[src/rtl/game_flow_controller.sv]
// game_flow_controller
//
// Game-flow sequencer and screen mux for the pinball top level. Owns the
// lives and score counters, provides a pause mode with a dimmed playfield,
// frame-timed holds after a lost ball and at game over, and selects the RGB
// stream sent to the VGA controller.
//
// Optional feature: define HIGH_SCORE_EN to keep a high score across games.
// Without it high_score is tied to zero and no comparator/register is built.
//
// Ports:
//   clk                 pixel clock
//   resetN              asynchronous active-low reset
//   startOfFrame        one-cycle pulse per VGA frame
//   keyStartIsPressed   start/restart key level
//   keyPauseIsPressed   pause key level
//   ballLost            one-cycle pulse, ball left the playfield
//   scoreInc            one-cycle pulse, award one point
//   RGB_screen_welcome  welcome screen pixel (RRRGGGBB)
//   RGB_screen_main     playfield pixel (RRRGGGBB)
//   RGB_screen_end      end screen pixel (RRRGGGBB)
//   RGB                 registered selected pixel
//   start               high in PLAY, PAUSE, LOST
//   paused              high in PAUSE
//   game_end            high in END
//   life                remaining lives
//   score               current score (saturating)
//   high_score          best completed score
//
// state   | meaning
// --------+------------------------------------------------------------
// WELCOME | welcome screen, waiting for a start key press
// PLAY    | game running, scoring and ball loss active
// PAUSE   | game frozen, playfield shown dimmed
// LOST    | frozen for LOST_HOLD_FRAMES frames after a lost ball
// END     | game over screen, start accepted after END_HOLD_FRAMES frames

module game_flow_controller #(
    parameter int LIFE_W           = 4,
    parameter int INIT_LIVES       = 3,
    parameter int SCORE_W          = 8,
    parameter int LOST_HOLD_FRAMES = 60,
    parameter int END_HOLD_FRAMES  = 120
) (
    input  logic               clk,
    input  logic               resetN,
    input  logic               startOfFrame,
    input  logic               keyStartIsPressed,
    input  logic               keyPauseIsPressed,
    input  logic               ballLost,
    input  logic               scoreInc,
    input  logic [7:0]         RGB_screen_welcome,
    input  logic [7:0]         RGB_screen_main,
    input  logic [7:0]         RGB_screen_end,
    output logic [7:0]         RGB,
    output logic               start,
    output logic               paused,
    output logic               game_end,
    output logic [LIFE_W-1:0]  life,
    output logic [SCORE_W-1:0] score,
    output logic [SCORE_W-1:0] high_score
);

    localparam int MAX_HOLD = (LOST_HOLD_FRAMES > END_HOLD_FRAMES) ?
                              LOST_HOLD_FRAMES : END_HOLD_FRAMES;
    localparam int CNT_W    = $clog2(MAX_HOLD + 1);

    localparam logic [CNT_W-1:0]   LOST_LAST = CNT_W'(LOST_HOLD_FRAMES - 1);
    localparam logic [CNT_W-1:0]   END_SAT   = CNT_W'(END_HOLD_FRAMES);
    localparam logic [SCORE_W-1:0] SCORE_MAX = {SCORE_W{1'b1}};

    typedef enum logic [2:0] {
        S_WELCOME,
        S_PLAY,
        S_PAUSE,
        S_LOST,
        S_END
    } state_t;

    state_t             r_state;
    state_t             w_state_nxt;
    logic               r_start_prev;
    logic               r_pause_prev;
    logic [LIFE_W-1:0]  r_life;
    logic [LIFE_W-1:0]  w_life_nxt;
    logic [SCORE_W-1:0] r_score;
    logic [SCORE_W-1:0] w_score_nxt;
    logic [CNT_W-1:0]   r_frame_cnt;
    logic [CNT_W-1:0]   w_frame_cnt_nxt;
    logic [7:0]         r_rgb;
    logic [7:0]         w_rgb_sel;
    logic               r_start;
    logic               r_paused;
    logic               r_game_end;
    logic               w_start_rise;
    logic               w_pause_rise;

    // prev registers reset to 1 so a key held through reset must be
    // released before it can trigger anything
    assign w_start_rise = keyStartIsPressed & ~r_start_prev;
    assign w_pause_rise = keyPauseIsPressed & ~r_pause_prev;

    always_comb begin
        w_state_nxt     = r_state;
        w_life_nxt      = r_life;
        w_score_nxt     = r_score;
        w_frame_cnt_nxt = r_frame_cnt;
        unique case (r_state)
            S_WELCOME: begin
                if (w_start_rise) begin
                    w_state_nxt = S_PLAY;
                    w_life_nxt  = LIFE_W'(INIT_LIVES);
                    w_score_nxt = '0;
                end
            end
            S_PLAY: begin
                // a point scored in the same cycle as a lost ball still counts
                if (scoreInc && (r_score != SCORE_MAX))
                    w_score_nxt = r_score + SCORE_W'(1);
                if (ballLost) begin
                    w_life_nxt      = r_life - LIFE_W'(1);
                    w_frame_cnt_nxt = '0;
                    w_state_nxt     = (r_life == LIFE_W'(1)) ? S_END : S_LOST;
                end else if (w_pause_rise) begin
                    w_state_nxt = S_PAUSE;
                end
            end
            S_PAUSE: begin
                if (w_pause_rise)
                    w_state_nxt = S_PLAY;
            end
            S_LOST: begin
                if (startOfFrame) begin
                    if (r_frame_cnt == LOST_LAST) begin
                        w_state_nxt     = S_PLAY;
                        w_frame_cnt_nxt = '0;
                    end else begin
                        w_frame_cnt_nxt = r_frame_cnt + CNT_W'(1);
                    end
                end
            end
            S_END: begin
                if (startOfFrame && (r_frame_cnt != END_SAT))
                    w_frame_cnt_nxt = r_frame_cnt + CNT_W'(1);
                if (w_start_rise && (r_frame_cnt == END_SAT)) begin
                    w_state_nxt     = S_WELCOME;
                    w_frame_cnt_nxt = '0;
                end
            end
            default: begin
                w_state_nxt = S_WELCOME;
            end
        endcase
    end

    // Pixel select uses the current state; the register adds one cycle latency
    always_comb begin
        w_rgb_sel = RGB_screen_welcome;
        unique case (r_state)
            S_WELCOME: w_rgb_sel = RGB_screen_welcome;
            S_PLAY,
            S_LOST:    w_rgb_sel = RGB_screen_main;
            S_PAUSE:   w_rgb_sel = {1'b0, RGB_screen_main[7:6],
                                    1'b0, RGB_screen_main[4:3],
                                    1'b0, RGB_screen_main[1]};
            S_END:     w_rgb_sel = RGB_screen_end;
            default:   w_rgb_sel = RGB_screen_welcome;
        endcase
    end

    always_ff @(posedge clk or negedge resetN) begin
        if (!resetN) begin
            r_state      <= S_WELCOME;
            r_start_prev <= 1'b1;
            r_pause_prev <= 1'b1;
            r_life       <= '0;
            r_score      <= '0;
            r_frame_cnt  <= '0;
            r_rgb        <= '0;
            r_start      <= 1'b0;
            r_paused     <= 1'b0;
            r_game_end   <= 1'b0;
        end else begin
            r_state      <= w_state_nxt;
            r_start_prev <= keyStartIsPressed;
            r_pause_prev <= keyPauseIsPressed;
            r_life       <= w_life_nxt;
            r_score      <= w_score_nxt;
            r_frame_cnt  <= w_frame_cnt_nxt;
            r_rgb        <= w_rgb_sel;
            // flags track the state being entered so they change with it
            r_start      <= (w_state_nxt == S_PLAY) || (w_state_nxt == S_PAUSE) ||
                            (w_state_nxt == S_LOST);
            r_paused     <= (w_state_nxt == S_PAUSE);
            r_game_end   <= (w_state_nxt == S_END);
        end
    end

`ifdef HIGH_SCORE_EN
    logic [SCORE_W-1:0] r_high_score;
    logic               w_game_over;

    assign w_game_over = (r_state == S_PLAY) && (w_state_nxt == S_END);

    always_ff @(posedge clk or negedge resetN) begin
        if (!resetN) begin
            r_high_score <= '0;
        end else if (w_game_over && (r_score > r_high_score)) begin
            r_high_score <= r_score;
        end
    end

    assign high_score = r_high_score;
`else
    assign high_score = '0;
`endif

    assign RGB      = r_rgb;
    assign start    = r_start;
    assign paused   = r_paused;
    assign game_end = r_game_end;
    assign life     = r_life;
    assign score    = r_score;

endmodule

[config.mk]
export PLATFORM = sky130hd
export DESIGN_NAME = game_flow_controller
export DESIGN_NICKNAME = d
export VERILOG_FILES = /design/src/rtl/game_flow_controller.sv
export SDC_FILE = /design/constraint.sdc
export NUM_CORES = 1
export LEC_CHECK = 0
export BUFFER_PORTS_ARGS = -buffer_cell sky130_fd_sc_hd__buf_2
export CAP_MARGIN = 20
export CORE_MARGIN = 3
export CORE_UTILIZATION = 52
export CTS_BUF_LIST = sky130_fd_sc_hd__clkbuf_8 sky130_fd_sc_hd__clkbuf_16
export CTS_CLUSTER_SIZE = 25
export DETAILED_ROUTE_END_ITERATION = 6
export GPL_TIMING_DRIVEN = 0
export PLACE_DENSITY_LB_ADDON = 0.08
export SYNTH_ARGS = -nofsm -noshare
export SYNTH_HDL_FRONTEND = slang
export SYNTH_SLANG_ARGS = --single-unit
[constraint.sdc]
create_clock -name clk -period 2.3 [get_ports clk]
set_clock_uncertainty 0.2 [all_clocks]
set_input_delay 0.115 -clock clk [delete_from_list [all_inputs] [get_ports clk]]
set_output_delay 0.115 -clock clk [all_outputs]
set_load 0.05 [all_outputs]
; Word-level counts from Yosys, hierarchy flattened
; Cells that the tools add are included.
[totals]
register_bits = 35
inputBits = 31
output_inout_bits = 31
word_cells = 69
[classes]
n_addsub = 3
n_eq_ne = 18
mux = 22
bitwise_logic = 4
reduce_logical = 12
[op_table]
columns = operator, count
row1 = $mux 7, 5
row2 = $mux 3, 8
row3 = $pmux 8 s3, 1
row4 = $pmux 7 s3, 1
row5 = $mux 8, 2
row6 = $pmux 8 s2, 1
row7 = $pmux 3 s5, 1
row8 = $eq 3x2->1 const B, 4
row9 = $add 8x1->8 const B, 1
row10 = $mux 4, 2
row11 = $ne 2x2->1 const B, 4
row12 = $ne 8x8->1 const B, 1
row13 = $pmux 4 s2, 1
row14 = $add 7x1->7 const B, 1
row15 = $eq 7x6->1 const B, 1
row16 = $eq 7x7->1 const B, 1
row17 = $ne 7x7->1 const B, 1
row18 = $eq 3x1->1 const B, 2
row19 = $eq 3x3->1 const B, 2
row20 = $reduce_and 3->1, 2
row21 = $eq 4x1->1 const B, 1
row22 = $reduce_and 4->1, 1
row23 = $sub 4x1->4 const B, 1
row24 = $logic_and 1x1->1, 3
row25 = 8 further kinds, 11

; Longest topological paths before layout
[logic_depth]
depth_word = 8
depth_mapped = 6
depth_no_buf = 6

; Worst setup path before layout
; Ideal clock, no wire load.
[synth_path]
kind = register -> register
startpoint = register r_life[0] (netlist: life[0])
endpoint = register r_start (netlist: start)
setup_ps = 132
t_arrival_ps = 1688
required_ps = 1968
slack_ps = 280
path_stages_with_launch = 6
path_buffers = 0
synth_period_minus_slack_ps = 2020
path_cell_list = dfrtp_1 -> ha_1 -> nand4bb_1 -> a21oi_1 -> o2111ai_2 -> or3b_1
[synth_via]
elab_chain_len = 7
elab_cells_between_ends = 9
cone_classes = eq/ne: 4 / mux: 3 / reduce/logical: 2
[synth_lines]
columns = element, line
row1 = "start, declared", 84  ; logic [LIFE_W-1:0] r_life;
row2 = "start signal, assigned", 187  ; r_life <= w_life_nxt;
row3 = $eq 4x1->1 (*), 123  ; w_state_nxt = (r_life == LIFE_W'(1)) ? S_END : S_LOST;
row4 = $mux 3 (*), 123
row5 = $mux 3 (*), 120  ; if (ballLost) begin
row6 = $pmux 3 s5 (*), 108  ; unique case (r_state)
row7 = net w_state_nxt[0], 81  ; state_t w_state_nxt;
row8 = $eq 3x1->1 or $eq 3x2->1 (tied branches), 192  ; r_start <= (w_state_nxt == S_PLAY) || (w_state_nxt == S_PAUSE) ||
row9 = $logic_or 1x1->1, 192
row10 = $logic_or 1x1->1 (*), 192
row11 = "end signal, assigned", 192
row12 = "end, declared", 92  ; logic r_start;
; The timed path passes the listed nets; every way through them passes the cells marked *.
; A chain may end at the register's enable or synchronous reset.

; Worst setup path in the final report
[layout_path]
startpoint = register r_state[1]
endpoint = register r_rgb[7] (netlist: RGB[7])
[layout_via]
elab_chain_len = 3
elab_cells_between_ends = 6
cone_classes = eq/ne: 4 / mux: 1 / reduce/logical: 1
[layout_lines]
columns = element, line
row1 = "start, declared", 80  ; state_t r_state;
row2 = "start signal, assigned", 184  ; r_state <= w_state_nxt;
row3 = $eq 3x1->1 or $eq 3x2->1 (tied branches), 159  ; unique case (r_state)
row4 = $reduce_or 2->1, 159
row5 = $pmux 8 s3 (*), 159
row6 = net w_rgb_sel[7], 91  ; logic [7:0] w_rgb_sel;
row7 = "end signal, assigned", 190  ; r_rgb <= w_rgb_sel;
row8 = "end, declared", 90  ; logic [7:0] r_rgb;
; Marked as above.

==> impl_summary.log <==
[metrics] number of placement rows: 22
[metrics] depth of the worst hold-timing path: 3
[metrics] ys flop type: dfrtp_1
[metrics] f_max: 454 MHz
[metrics] area of the mapped netlist: 2140 µm²
[metrics] Total GRT Usage: 21.0%
[metrics] Ports: 62
[metrics] Synthesis Warnings: 0
[metrics] number of max-cap violations: 0
[metrics] worst path arrival time: 2220 ps
[metrics] run status: finished clean
[metrics] Worst setup EP type: flop
[metrics] Post-synth EDFFs: 0
[metrics] height of the die: 70.1 µm
[metrics] routed via count divided by cell count: 5.61
[metrics] CP Data Required Time: 2320 ps
[metrics] violation count after the first detailed-route iteration: 153
[metrics] # port buffers: 53
[metrics] critical path buffer and inverter count: 3
[metrics] worst slew pin tran: 771 ps
[metrics] area of the core: 3800 µm²
[metrics] first-pass GRT wire length: 8.40 mm
[metrics] ANT nets after route: 0
[metrics] post-CTS setup buffer count: 0
[metrics] routability-driven placement congestion ratio: 0.824
[metrics] most area-consuming cells after synthesis: dfrtp_1 39%, o21ai_0 4.7%, a21oi_1 3.7%
[metrics] Hold Crit Class: input pin to flop
[metrics] master cell of the clock root buffer: clkbuf_8
[metrics] area delta synth->final: 28.2%
[metrics] top fanout value on the critical path: 10
[metrics] leakage power: 1.26 nW
[metrics] Pwr per Cell Area: 988 nW/µm²
[metrics] die footprint: 4920 µm²
[metrics] period utilization: 95.7%
[metrics] number of global-route vias before repair: 1848
[metrics] sequential share of the synthesized area: 41.1%
[metrics] Die Wd: 70.1 µm
[metrics] fin util: 72.2%
[metrics] buffer depth of the longest clock path: 2
[metrics] cell chain of the critical path: buf_2 > clkbuf_1 > nand3_1 > o221ai_1 > dlygate4sd3_1
[metrics] worst setup slack before clock tree synthesis: 225 ps
[metrics] starting density of the core: 56.3%
[metrics] worst-path cell with the longest stage delay: dlygate4sd3_1
[metrics] CTS sink count: 35
[metrics] logic depth of the worst setup path including buffers: 5
[metrics] min cycle time layout: 2200 ps
[metrics] Avg WL per Cell: 14.5 µm
[metrics] number of detailed-route iterations in the first pass: 4
[metrics] delay of the slowest cell on the worst path: 590 ps
[metrics] Nets: 341
[metrics] flop and latch count out of synthesis: 35
[metrics] cell type contributing the most total cell area after synthesis: dfrtp_1
[metrics] share of Yosys cell area claimed by the top area cell type: 38.6%
[metrics] critical path class: flop to flop
[metrics] syn avg cell area: 9.55 µm²
[metrics] detailed-route via count: 1987
[metrics] clock-pin slew on the worst setup and hold paths: 70 ps
[metrics] overall overflow remaining after global route: 0
[metrics] Slew HR: 48.6%
[metrics] synthesized netlist cell count: 224
[metrics] Worst path top cell family by delay: buffers and inverters
[metrics] setup violators final: 0
[metrics] detailed-route DRC error count: 0
[metrics] Max Slew Vio Count: 0
[metrics] cell depth of the worst flop-to-flop path: 5
[metrics] H-tree levels: 2
[metrics] proportion of synthesized flip-flops having asynchronous set or reset: 100%
[metrics] final hold viol count: 0
[metrics] total wire length: 5.13 mm
[metrics] critical path launch point type: flop
[metrics] number of diodes added for antenna fixing: 0
[metrics] clock latency on the worst-skew pair: 290 ps
[metrics] setup slack after layout: 99.5 ps
[metrics] largest net degree at the start of global routing: 36
[metrics] synth cell count leaders: 33 x dfrtp_1, 20 x o21ai_0, 16 x a21oi_1
[metrics] ratio of cells with drive above 1 in the final layout: 29.7%
[metrics] top-count cell post-synth: dfrtp_1
[metrics] antenna violations before repair: 0
[metrics] HPWL after DPL: 3.52 mm
[metrics] Inserted Clock Buffers: 5
[metrics] VDD IR-drop max: 0.000652 V
[metrics] clock tree from TritonCTS: built
[metrics] Netlist cell types: 53
## timing repair
action	CTS	global route
setup endpoints to repair	0	3
endpoints found under the hold margin	42	0
resized for setup	0	4
hold buffers	14	0
## cells by family after synthesis
kind of cell	after synthesis	synth area share, %
compound gates	69	22.3
xor+xnor	2	0.819
other cells	1	0.175
mux	11	5.32
flops	35	41.1
fa+ha+maj	5	2.92
buf+inv	28	6.84
simple gates	73	20.6
## final timing paths
check                      slack [ps]              to               start
max                               100          RGB[7]          r_state[1]
min                                 8          RGB[6]  RGB_screen_main[7]
max reg2reg                       100          RGB[7]          r_state[1]
min reg2reg                       330        score[0]            score[0]
max in group asynchronous        1180         life[3]              resetN
min in group asynchronous         230  r_frame_cnt[5]              resetN
## through the flow
step                cells  cell area [µm²]  hold slack, ps  TNS (ps)  power [W]
floorplan             231             2170            -381         0    0.00184
global placement      332             2490            32.7         0    0.00210
detailed placement    332             2490            39.8         0    0.00212
CTS                   354             2740            2.25         0    0.00271
global route          354             2740            9.32    -0.650    0.00287
finish                354             2740            8.49         0    0.00271
## worst reg2reg max path: cells and delay by family, from the launching register on
kind | cells | cell delay [ps]
buffers and inverters | 3 | 1270
DFF | 1 | 380
and+or+nand+nor | 1 | 170
AOI/OAI and AO/OA | 1 | 120
## routing by layer
metal  part of all wire [%]  track usage (%)
met2                     46             32.4
met5                      0                0
met4                    1.8             6.60
met1                     45             27.8
met3                    6.6             7.05
## cell usage in the layout, fill, tap and decap left out, drive strengths merged, types with 3 or more instances in the layout
| cell | netlist | final |
|---|---|---|
| mux2i | 8 | 8 |
| nand2b | 8 | 8 |
| a221oi | 4 | 4 |
| inv | 10 | 11 |
| dlygate4sd3 | 0 | 14 |
| conb | 1 | 8 |
| nor2b | 7 | 7 |
| or3 | 5 | 5 |
| o211ai | 4 | 4 |
| a21oi | 16 | 16 |
| a211oi | 6 | 6 |
| nor2 | 7 | 7 |
| o21ai | 21 | 21 |
| o221ai | 3 | 3 |
| o31ai | 4 | 4 |
| clkbuf | 5 | 10 |
| nand3 | 8 | 8 |
| dfrtp | 33 | 33 |
| buf | 13 | 66 |
| nand2 | 15 | 15 |
| nor3b | 3 | 3 |
| mux2 | 3 | 3 |
| ha | 5 | 5 |
## final cells by class
type,count,area (µm²)
plain buffers,18,111
clock buffers,5,68.8
clock inverters,3,41.3
fillers,299,1050
inverters,10,37.5
multi-input cells,168,1140
flip-flops and latches,35,878
well taps,48,60.1
repair buffers,67,405
## sequential cells by signal, indices dropped and copies added, names as in the netlist
register / flops
r_start_prev: 1
r_state: 3
paused: 1
start: 1
r_pause_prev: 1
score: 8
life: 4
r_frame_cnt: 7
RGB: 8
game_end: 1
## power breakdown
part / switching [W] / internal, W / total, W
sequential: 0.000143 / 0.000789 / 0.000932
combinational: 0.000821 / 0.000402 / 0.00122
clock: 0.000236 / 0.000319 / 0.000555
Note: power is estimated with default switching activity, not from simulation.
